===== config.mk =====
export PLATFORM = sky130hd
export DESIGN_NAME = aff_resultat_de
export DESIGN_NICKNAME = d
export VERILOG_FILES = /design/src/rtl/aff_resultat_de.sv
export SDC_FILE = /design/constraint.sdc
export NUM_CORES = 1
export LEC_CHECK = 0
export BUFFER_PORTS_ARGS = -buffer_cell sky130_fd_sc_hd__buf_2
export CAP_MARGIN = 30
export CORE_AREA = 2 2 82 84
export DETAILED_ROUTE_END_ITERATION = 8
export DIE_AREA = 0 0 84 86
export GPL_ROUTABILITY_DRIVEN = 0
export GPL_TIMING_DRIVEN = 0
export MAX_ROUTING_LAYER = met4
export PLACE_DENSITY_LB_ADDON = 0.08
export SKIP_CTS_REPAIR_TIMING = 1
export SYNTH_ARGS = -nofsm -noshare
export SYNTH_HDL_FRONTEND = slang
export SYNTH_SLANG_ARGS = --single-unit

===== constraint.sdc =====
create_clock -name clk -period 3.23 [get_ports clk]
set_input_delay 0.646 -clock clk [delete_from_list [all_inputs] [get_ports clk]]
set_output_delay 0.646 -clock clk [all_outputs]
set_load 0.03 [all_outputs]

===== src/rtl/aff_resultat_de.sv =====
//==============================================================================
// aff_resultat_de : binary die result -> "<type><N digits>" 7-seg display,
// sequential double-dabble with leading-zero blanking. Rev 1.0
// Optional blink after each update: define AFF_CLIGNOTE_EN.
//==============================================================================
`default_nettype none

module aff_resultat_de #(
  parameter int         WIDTH     = 10,
  parameter int         NDIG      = 3,
  parameter logic [3:0] TYPE_CODE = 4'hD,
  parameter int         BLINK_DIV = 12500000,
  parameter int         BLINK_N   = 3
) (
  input  logic              clk,
  input  logic              rst,
  input  logic [WIDTH-1:0]  value,
  input  logic              load,
  input  logic              en_type,
  output logic              busy,
  output logic              done,
  output logic              ovf,
  output logic [6:0]        hex_t,
  output logic [7*NDIG-1:0] hex
);

  localparam int          c_BW    = 4 * NDIG;
  localparam int          c_CW    = $clog2(WIDTH + 1);
  localparam logic [31:0] c_LIMIT = 32'(10 ** NDIG);

  typedef enum logic [1:0] {
    S_IDLE  = 2'd0,
    S_CONV  = 2'd1,
    S_BLINK = 2'd2
  } t_state;

  t_state           r_state;
  logic [WIDTH-1:0] r_val;
  logic [c_BW-1:0]  r_acc;
  logic [c_BW-1:0]  r_dig;
  logic [c_CW-1:0]  r_cnt;
  logic             r_ovf_cap;
  logic [c_BW-1:0]  w_adj;
  logic [c_BW-1:0]  w_step;
  logic             w_off;
  logic             w_any;

  // Active-low segments, bit 0 = a ... bit 6 = g; disabled digit is all-off.
  function automatic logic [6:0] f_seg7(input logic [3:0] code, input logic en);
    logic [6:0] s;
    s = 7'h7F;
    case (code)
      4'h0: s = 7'h40;  4'h1: s = 7'h79;  4'h2: s = 7'h24;  4'h3: s = 7'h30;
      4'h4: s = 7'h19;  4'h5: s = 7'h12;  4'h6: s = 7'h02;  4'h7: s = 7'h78;
      4'h8: s = 7'h00;  4'h9: s = 7'h10;  4'hA: s = 7'h08;  4'hB: s = 7'h03;
      4'hC: s = 7'h46;  4'hD: s = 7'h21;  4'hE: s = 7'h06;  4'hF: s = 7'h0E;
    endcase
    return en ? s : 7'h7F;
  endfunction

  // One shift-and-add-3 step; the bit leaving the top of the accumulator is dropped.
  always_comb begin
    w_adj = r_acc;
    for (int i = 0; i < NDIG; i++) begin
      if (r_acc[4*i +: 4] >= 4'd5) w_adj[4*i +: 4] = r_acc[4*i +: 4] + 4'd3;
    end
    w_step = c_BW'({w_adj, r_val[WIDTH-1]});
  end

`ifdef AFF_CLIGNOTE_EN
  localparam int c_DW = $clog2(BLINK_DIV + 1);
  localparam int c_HW = $clog2(2 * BLINK_N + 1);
  logic [c_DW-1:0] r_div;
  logic [c_HW-1:0] r_half;
  logic            r_phase;
  assign w_off = r_phase;
`else
  logic w_unused_blink;
  assign w_unused_blink = (BLINK_DIV > 0) ^ (BLINK_N > 0);
  assign w_off = 1'b0;
`endif

  always_ff @(posedge clk) begin
    if (rst) begin
      r_state   <= S_IDLE;
      r_val     <= '0;
      r_acc     <= '0;
      r_dig     <= '0;
      r_cnt     <= '0;
      r_ovf_cap <= 1'b0;
      busy      <= 1'b0;
      done      <= 1'b0;
      ovf       <= 1'b0;
`ifdef AFF_CLIGNOTE_EN
      r_div     <= '0;
      r_half    <= '0;
      r_phase   <= 1'b0;
`endif
    end else begin
      done <= 1'b0;
      case (r_state)
        S_CONV: begin
          r_acc <= w_step;
          r_val <= r_val << 1;
          r_cnt <= r_cnt - c_CW'(1);
          if (r_cnt == c_CW'(1)) begin
            r_dig <= r_ovf_cap ? {NDIG{4'h9}} : w_step;
            ovf   <= r_ovf_cap;
            busy  <= 1'b0;
            done  <= 1'b1;
`ifdef AFF_CLIGNOTE_EN
            r_state <= S_BLINK;
            r_div   <= '0;
            r_half  <= '0;
            r_phase <= 1'b1;
`else
            r_state <= S_IDLE;
`endif
          end
        end
        default: begin
`ifdef AFF_CLIGNOTE_EN
          if (r_state == S_BLINK) begin
            if (r_div == c_DW'(BLINK_DIV - 1)) begin
              r_div   <= '0;
              r_phase <= ~r_phase;
              r_half  <= r_half + c_HW'(1);
              if (r_half == c_HW'(2 * BLINK_N - 1)) begin
                r_state <= S_IDLE;
                r_phase <= 1'b0;
              end
            end else begin
              r_div <= r_div + c_DW'(1);
            end
          end
`endif
          // A load here (idle or blinking) overrides any blink bookkeeping above.
          if (load) begin
            r_val     <= value;
            r_acc     <= '0;
            r_cnt     <= c_CW'(WIDTH);
            r_ovf_cap <= (32'(value) >= c_LIMIT);
            busy      <= 1'b1;
            r_state   <= S_CONV;
`ifdef AFF_CLIGNOTE_EN
            r_phase   <= 1'b0;
`endif
          end
        end
      endcase
    end
  end

  // Digit i lights when it or any higher digit is nonzero; units always lit.
  always_comb begin
    w_any = 1'b0;
    hex   = '0;
    for (int i = NDIG - 1; i >= 0; i--) begin
      w_any = w_any | (r_dig[4*i +: 4] != 4'd0) | (i == 0);
      hex[7*i +: 7] = f_seg7(r_dig[4*i +: 4], w_any & ~w_off);
    end
  end

  assign hex_t = f_seg7(TYPE_CODE, en_type);

endmodule

`default_nettype wire


* Word level (Yosys, flattened, before mapping)
Memory sizes are Yosys's and may differ from the RTL's. A register that Yosys moved wholly into a read port is not among the register bits.
Index checks and enable logic that the tools add are counted.
** Operators by class
- Add/sub/neg operators :: 4
- Magnitude comparators :: 4
- Equal/unequal tests :: 3
- Multiplexer cells :: 26
- Bitwise gates (word level) :: 2
- Reductions and logical operators :: 8
** Operators by type and width (count)
- 4-bit two-way mux :: 10
- 12-bit two-way mux :: 3
- 7-bit two-way mux :: 3
- 10-bit two-way mux :: 2
- 4-bit by 3-bit greater-or-equal comparator with 1-bit output, second input constant :: 3
- 10-bit greater-or-equal comparator, second input constant :: 1
- 4-bit by 2-bit adder with 4-bit output, second input constant :: 2
- 4-bit nonzero test :: 2
- 2-bit two-way mux :: 3
- 2-bit AND reduction :: 3
- 4-bit by 1-bit equality test with 1-bit output, second input constant :: 1
- 1-bit two-way mux :: 4
- 2-bit OR reduction :: 2
- 4-bit by 1-bit subtractor with 4-bit output, second input constant :: 1
- 3-bit by 2-bit adder with 3-bit output, second input constant :: 1
- 3-bit two-way mux :: 1
- 2-bit by 1-bit equality test with 1-bit output, second input constant :: 1
- 2-bit != test, second input constant :: 1
- 2-bit nonzero test :: 1
- 1-bit inverter :: 1
- 1-bit bitwise OR :: 1
** Storage, ports and cells
- Bits in registers :: 44
- Memory bits (read-only) :: 336
- Input bits :: 14
- Output and inout port bits :: 31
- Logic and storage cells :: 60
- Memories :: 3
** Memory list
- (no name shown) :: depth 16, bits a word 7, rd ports 1, clocked after memory_dff 1, wr ports 0, line 52 : case (code)
- (no name shown) :: depth 16, bits a word 7, rd ports 1, clocked after memory_dff 1, wr ports 0, line 52
- (no name shown) :: depth 16, bits a word 7, rd ports 1, clocked after memory_dff 1, wr ports 0, line 52

* Depth between registers and ports, before layout
- Depth in word-level cells :: 5
- Depth in mapped cells :: 13
- Gate-level depth less buffers :: 13

* Worst setup path before layout
Ideal clock, no wire load.
- Path kind :: input-to-reg
- Start :: input rst
- End :: register (tool-made name)
- Setup time :: 0.135 ns
- Arrival time :: 2.345 ns
- Data required time :: 3.095 ns
- Setup slack :: 0.751 ns
- Stages :: 10
- Buffers on the path :: 2
- Cells stage by stage :: buf_2 > inv_1 > buf_4 > o21ai_0 > a21oi_1 > inv_1 > ha_1 > mux2_2 > nor2_1 > a21oi_1
** RTL lines
- start, declared :: line 16 : input logic rst,

==> results.json <==
{
  "run_status": "finished clean",
  "wl_per_cell_um": 13.4,
  "ys.flop_type": "dfxtp_1",
  "drtPass1Iterations": 5,
  "async_flop_share": 0,
  "fin_skew_ns": 0.0127,
  "grt_antenna_before_repair": 0,
  "fin_area_um2": 3920,
  "die_area_um2": 7220,
  "h-tree-depth": 3,
  "worstSetupStartpointType": "register",
  "synth_largest_area_cell": "dfxtp_1",
  "nFillCells": 550,
  "endpoint_kind": "register",
  "layout_commonest_cell": "dfxtp_1",
  "rows": 29,
  "viasPerCell": 5.35,
  "r2r_slack_ns": 0.53,
  "grt_util_all_layers": 0.205,
  "power_density_nw_per_um2": 441,
  "numPortBuffers": 41,
  "grt_overflow": 0,
  "drt_iter0_markers": 151,
  "multi_input_area_um2": 1860,
  "p_sw_frac": 0.250,
  "tightest_slew_ns": 0.477,
  "setup_viol": 0,
  "hold_viol": 0,
  "critPathArrivalTime_ns": 2.90,
  "area_growth_pct": 15.0,
  "slew_headroom": 0.673,
  "rsz0062_at_grt": "no",
  "clk_latency_ns": 0.34,
  "crit_fanout": 8,
  "netlist_instances": 371,
  "cts_buffers": 9,
  "antennaDiodeCount": 0,
  "synth_cell_type_count": 59,
  "placed_cell_area_um2": 3710,
  "holdCritPathClass": "reg2reg",
  "ys_top_cells_by_area": "dfxtp_1, ha_1, mux2i_1, nor2_1, a21oi_1",
  "clkTransAtPathRegs_ns": 0.07,
  "drc_errors": 0,
  "vias": 2701,
  "routed_wl_um": 6770,
  "finalCritPeriodShare": 0.835,
  "fp.dieW_um": 84,
  "synthesis.area_um2": 3410,
  "crit_type": "reg2reg",
  "p_switching_uw": 431,
  "final_max_slew_viol_count": 0,
  "max_freq_ghz": 0.371,
  "power_frac_clock": 0.411,
  "pin_count": 45,
  "register_area_um2": 1260,
  "drv_cap": 0,
  "avgSynthCellArea_um2": 9.18,
  "cp.required_ns": 3.43,
  "finalNetCount": 465,
  "grt_pass1_vias": 2556,
  "cts_buffer_depth": 2,
  "p_leak_nw": 1.63,
  "grt_max_degree": 11,
  "power_frac_comb": 0.119,
  "p_int_mw": 1.29,
  "yosysTopAreaCellShare": 0.370,
  "tritoncts": "done",
  "dieHeight_um": 86,
  "post-dp-hpwl_um": 4960,
  "drive_gt1_frac": 0.245,
  "synth-seq-area-share": 0.370,
  "layout_common_cells": "dfxtp_1, buf_2, nor2_1",
  "initial_utilization": 0.543,
  "period_needed_ns": 2.70,
  "power_frac_seq": 0.470,
  "ir_worst_vdd_mv": 0.281,
  "tns_ns": 0,
  "drtAntennaViolNets": 0,
  "ys_ff_latch": 63,
  "synth_warnings": 0,
  "core_um2": 6280,
  "synth_enable_flop_cells": 0,
  "grt_pass1_wl_um": 11700,
  "clock-sinks": 63,
  "cts-root-buf": "clkbuf_8"
}
metrics by stage:
stage | setup WS, ns | power (mW) | hold slack, ns | util | std cells
finish | 0.534 | 1.73 | 0.473 | 0.624 | 505
global route | 0.285 | 1.80 | 0.478 | 0.624 | 505
CTS | 0.227 | 1.74 | 0.467 | 0.623 | 504
detailed placement | 0.381 | 1.03 | 0.458 | 0.591 | 490
global placement | 0.448 | 1.03 | 0.462 | 0.591 | 490
floorplan | 0.751 | 0.979 | 0.454 | - | 372
logic make-up after synthesis:
family	synth area share
other	0.00110
buffers and inverters	0.0838
DFF	0.370
xor gates and xnor gates	0.00772
and+or+nand+nor	0.190
AOI/OAI and AO/OA	0.175
muxes	0.0768
adders and majority gates	0.0955
power by group through the flow:
stage | clock network, mW | registers, mW | logic (mW)
2_1_floorplan | 0 | 0.832 | 0.148
3_3_place_gp | 0 | 0.827 | 0.202
3_5_place_dp | 0 | 0.828 | 0.205
4_1_cts | 0.728 | 0.811 | 0.205
5_1_grt | 0.763 | 0.813 | 0.223
6_report | 0.710 | 0.811 | 0.205
worst max-delay path, cell delays in order, from the launching register on:
cell      delay, ns
dfxtp_1        0.38
ha_1           0.26
nor4bb_1       0.24
buf_4          0.22
o21ai_0        0.13
a21oi_1        0.41
inv_1          0.18
ha_1           0.33
mux2_2         0.27
nor2_1         0.09
a21oi_1        0.05
final timing paths:
kind	startpoint	end	depth (start not counted)
setup / recovery	r_cnt[0]	register	10
hold / removal	ovf	ovf	2
setup reg to reg	r_cnt[0]	register	10
hold reg to reg	ovf	ovf	2
synth_stat cells (10+ instances only):
cell       n
dfxtp_1   63
nor2_1    42
a21oi_1   27
ha_1      26
mux2i_1   25
inv_1     22
buf_4     13
nand2b_1  12
nand3_1   11
a22oi_1   10
nand2_1   10
o21ai_0   10
routing by layer:
metal | global-route usage | part of all wire
met1 | 0.273 | 0.51
met4 | 0.0704 | 0.012
met3 | 0.0385 | 0.034
met5 | - | 0
met2 | 0.313 | 0.44
cell type report:
| cell class | count | share of cell area |
|---|---|---|
| Buffer | 25 | 0.0451 |
| Sequential cell | 63 | 0.322 |
| Timing Repair Buffer | 42 | 0.0537 |
| Tap cell | 77 | 0.0246 |
| Clock inverter | 5 | 0.0192 |
| Inverter | 27 | 0.0278 |
| Clock buffer | 9 | 0.0316 |
| Multi-Input combinational cell | 257 | 0.476 |
Power figures use the tool's default switching activity.
